===== config.mk =====
export PLATFORM = sky130hd
export DESIGN_NAME = serial_deserializer_4bit
export DESIGN_NICKNAME = d
export VERILOG_FILES = /design/src/rtl/serial_deserializer_4bit.sv
export SDC_FILE = /design/constraint.sdc
export NUM_CORES = 1
export LEC_CHECK = 0
export ABC_AREA = 1
export CAP_MARGIN = 20
export CORE_ASPECT_RATIO = 0.5
export CORE_MARGIN = 5
export CORE_UTILIZATION = 23
export CTS_BUF_LIST = sky130_fd_sc_hd__clkbuf_4 sky130_fd_sc_hd__clkbuf_8 sky130_fd_sc_hd__clkbuf_16
export CTS_CLUSTER_DIAMETER = 100
export DETAILED_ROUTE_END_ITERATION = 8
export GPL_ROUTABILITY_DRIVEN = 0
export PLACE_DENSITY_LB_ADDON = 0.12
export SKIP_CTS_REPAIR_TIMING = 1
export SLEW_MARGIN = 30
export SYNTH_ARGS = -nofsm -noshare
export SYNTH_HDL_FRONTEND = slang
export SYNTH_SLANG_ARGS = --single-unit

===== constraint.sdc =====
create_clock -name CLK -period 1.1 [get_ports CLK]
set_input_delay 0.11 -clock CLK [delete_from_list [all_inputs] [get_ports CLK]]
set_output_delay 0.11 -clock CLK [all_outputs]
set_load 0.005 [all_outputs]

===== src/rtl/serial_deserializer_4bit.sv =====
// Serial-to-parallel receiver for 4-bit frames: start 0, four data bits, stop 1.
// Bit order is chosen per frame by Dir, which is sampled together with the start bit.
module serial_deserializer_4bit (
    input  logic       CLK,
    input  logic       Clear,
    input  logic       Serial_in,
    input  logic       Dir,
    output logic [3:0] D_par,
    output logic       Valid,
    output logic       Frame_err,
    output logic       Busy
);

    typedef enum logic [1:0] {
        StIdle  = 2'b00,
        StData  = 2'b01,
        StStop  = 2'b10,
        StBreak = 2'b11
    } state_e;

    state_e     state_q, state_d;
    logic [3:0] sh_q, sh_d;
    logic [1:0] cnt_q, cnt_d;
    logic       dir_q, dir_d;
    logic [3:0] d_par_q, d_par_d;
    logic       valid_q, valid_d;
    logic       frame_err_q, frame_err_d;

    always_ff @(posedge CLK or posedge Clear) begin
        if (Clear) begin
            state_q     <= StIdle;
            sh_q        <= 4'b0000;
            cnt_q       <= 2'd0;
            dir_q       <= 1'b0;
            d_par_q     <= 4'b0000;
            valid_q     <= 1'b0;
            frame_err_q <= 1'b0;
        end else begin
            state_q     <= state_d;
            sh_q        <= sh_d;
            cnt_q       <= cnt_d;
            dir_q       <= dir_d;
            d_par_q     <= d_par_d;
            valid_q     <= valid_d;
            frame_err_q <= frame_err_d;
        end
    end

    always_comb begin
        state_d     = state_q;
        sh_d        = sh_q;
        cnt_d       = cnt_q;
        dir_d       = dir_q;
        d_par_d     = d_par_q;
        valid_d     = 1'b0;
        frame_err_d = 1'b0;

        case (state_q)
            StIdle: begin
                if (!Serial_in) begin
                    state_d = StData;
                    cnt_d   = 2'd0;
                    dir_d   = Dir;
                end
            end
            StData: begin
                // dir_q=0: LSB-first, bits enter at the top; dir_q=1: MSB-first, enter at bottom
                if (dir_q) begin
                    sh_d = {sh_q[2:0], Serial_in};
                end else begin
                    sh_d = {Serial_in, sh_q[3:1]};
                end
                cnt_d = cnt_q + 2'd1;
                if (cnt_q == 2'd3) begin
                    state_d = StStop;
                end
            end
            StStop: begin
                if (Serial_in) begin
                    d_par_d = sh_q;
                    valid_d = 1'b1;
                    state_d = StIdle;
                end else begin
                    frame_err_d = 1'b1;
                    state_d     = StBreak;
                end
            end
            StBreak: begin
                // A line stuck low must return high before a new start bit is honoured
                if (Serial_in) begin
                    state_d = StIdle;
                end
            end
            default: begin
                state_d = StIdle;
            end
        endcase
    end

    assign D_par     = d_par_q;
    assign Valid     = valid_q;
    assign Frame_err = frame_err_q;
    assign Busy      = (state_q != StIdle);

endmodule


==> impl_metrics.yaml <==
run_status:
  status: "complete, no violations"
timing:
  fin_crit_sh_pct: 94.6
  final_max_slew_viol_count: 0
  rsz0062_at_grt: "yes"
  period_needed_ns: 1.04
  timing.fmax_mhz: 961
  skew_ns: 0.00604
  worst_pin_slew_ns: 0.200
  setup_ws_ns: 0.0594
  finalSetupViolations: 0
  tns_ns: 0
  hold_violations: 0
  slew_headroom_pct: 86.6
power_and_ir_drop:
  irDropWorstVdd_mv: 0.598
  p_leak_uw: 0.000605
  powerDensity_nw_per_um2: 2550
  total_power_uw: 2440
clocking:
  cts.path.max_buffers: 2
  clk_pin_slew_ns: 0.06
  cts-root-buf: "clkbuf_8"
  clk-insertion-delay-late_ns: 0.25
  tritoncts: "yes"
  cts.sinks: 15
  cts_buffers: 3
  cts_max_level: 1
synth:
  synth_xor_area_share_pct: 0
  synth.most_common_cell: "nand2_1"
  netlist_area_sq_um: 674
  synth_fp_nets: 88
  synth_top_family_by_area: "simple AND/OR/NAND/NOR gates"
  synthCells: 83
  yosys.area.top_type: "dfrtp_1"
  synth.top_cells.by_area: "dfrtp_1 56%, nand2_1 25%, nand4_1 3.7%"
  ys_seq_area_share_pct: 55.7
  synth_flop_cell: "dfrtp_1"
  yosys.cell_types.count: 14
  synth-seq-cells: 15
  avgSynthCellArea_sq_um: 8.13
  synth_compound_area_share_pct: 0.742
  ys.warnings.count: 0
  yosys.area_share.simple_pct: 34.7
  synth_top_area_share_pct: 55.7
  synthMuxAreaShare_pct: 0
  synth_common_cells: "45 x nand2_1, 15 x dfrtp_1, 6 x inv_1"
  async_flop_share_pct: 100
  synth-edff-count: 0
  synthAdderAreaFrac_pct: 1.86
placement:
  portBuffers: 10
  dp_slack_ns: -0.0534
  hpwl_microns: 1090
  place_area_sq_um: 851
grt:
  grt_usage_pct: 7.72
  grt_pass1_vias: 476
  grt_max_degree: 16
  grt_first_pass_wirelength_microns: 2340
  grt_overflow: 0
  antenna_found_initial: 0
floorplanning:
  core_sq_um: 2700
  row_count: 13
  dieArea_sq_um: 4180
  io_pins: 11
  initial_core_util_pct: 25.0
  die_h_microns: 48.3
  die_x_microns: 86.6
cells_and_area:
  drive_gt1_share_pct: 20.8
  postLayoutCoreUtil_pct: 35.4
  syn_to_final_growth_pct: 41.7
  n_fill_cell: 294
  finalNetCount: 112
  design_area_sq_um: 956
  diodes: 0
setup_path:
  r2r-start: "state_q[1]"
  path_class: "flip-flop to flip-flop"
  cp_cell_sequence: "buf_4, buf_6, inv_6, nand2_4, inv_4, nand2_1, nand2_1"
  cpMostUsedCell: "nand2_1"
  arrival_ns: 1.22
  r2r_cells: 7
  timing.critical_path.from: "state_q[1]"
  worstPathRequired_ns: 1.28
  cp_slowest_cell: "dfrtp_1"
  worst-path-max-fanout: 6
  max_stage_delay_ns: 0.39
  startpoint_type: "flip-flop"
  cp-end-kind: "flip-flop"
detailed_routing:
  drt_iter0_drc: 21
  firstDrtPassIters: 4
  wl_per_cell_microns: 10.2
  routed_wl_microns: 1460
  drcViolationCount: 0
  vias: 569
  ant_nets: 0
  via_per_inst: 3.98
flow_run:
  cap_viol_max_count: 0
worst_hold_path:
  hp-class: "input port to asynchronous set/reset pin"
[cells in the final DEF, fill, tap and decap left out, drive strengths merged]
master,synthesis,layout
buf,1,10
clkbuf,0,4
clkdlybuf4s50,0,3
clkinv,0,1
dfrtp,15,15
dlymetal6s2s,0,6
ha,1,1
inv,10,10
nand2,46,46
nand3,3,3
nand4,4,4
nor2,1,1
nor3,1,1
o21ai,1,1
[worst max-delay path, delay by kind of cell (launching register included)]
kind / cells / cell delay [ns]
buffers and inverters: 4 / 0.42
flip-flops: 1 / 0.39
AND/OR/NAND/NOR: 3 / 0.17
[registers in the layout, indices dropped and copies added, names as in the netlist]
signal	count
cnt_q	2
state_q	2
D_par	4
Valid	1
sh_q	4
dir_q	1
Frame_err	1
[cells by family (layout without fill, tap and decap cells)]
| logic type | Yosys count | after routing |
|---|---|---|
| AO/OA/AOI/OAI | 1 | 1 |
| adder cells (fa/ha/maj) | 1 | 1 |
| buffers and inverters | 11 | 34 |
| flip-flops | 15 | 15 |
| AND/OR/NAND/NOR | 55 | 55 |
[layer usage]
metal	global-route usage, %	wire length, microns
met1	9.79	737
met2	12.2	627
met3	3.20	92
met5	0	0
met4	2.80	0
[path summary, 6_finish.rpt]
kind	to	slack, ns
setup / recovery	sh_q[2]	0.06
hold / removal	Valid	0.17
setup reg to reg	sh_q[2]	0.06
hold reg to reg	cnt_q[1]	0.48
max in group asynchronous	cnt_q[1]	0.75
min in group CLK	dir_q	0.42
[area by class of cell]
class / count / area, sq um / area share [%]
repair buffers: 20 / 189 / 19.8
multi-input cells: 57 / 254 / 26.6
clock inverters: 1 / 5.00 / 0.524
flip-flops and latches: 15 / 375 / 39.3
inverters: 10 / 45.0 / 4.71
clock buffers: 3 / 41.3 / 4.32
well taps: 37 / 46.3 / 4.84
[report_power, final]
group / internal [uW] / switching, uW
Clock: 251 / 194
Combinational: 496 / 554
Sequential: 773 / 170
[metrics by stage]
stage / cells / hold slack (ns)
2_1_floorplan: 83 / 0.0115
3_3_place_gp: 134 / 0.431
3_5_place_dp: 134 / 0.438
4_1_cts: 138 / 0.180
5_1_grt: 143 / 0.190
6_report: 143 / 0.165
Note: power is estimated with default switching activity, not from simulation.
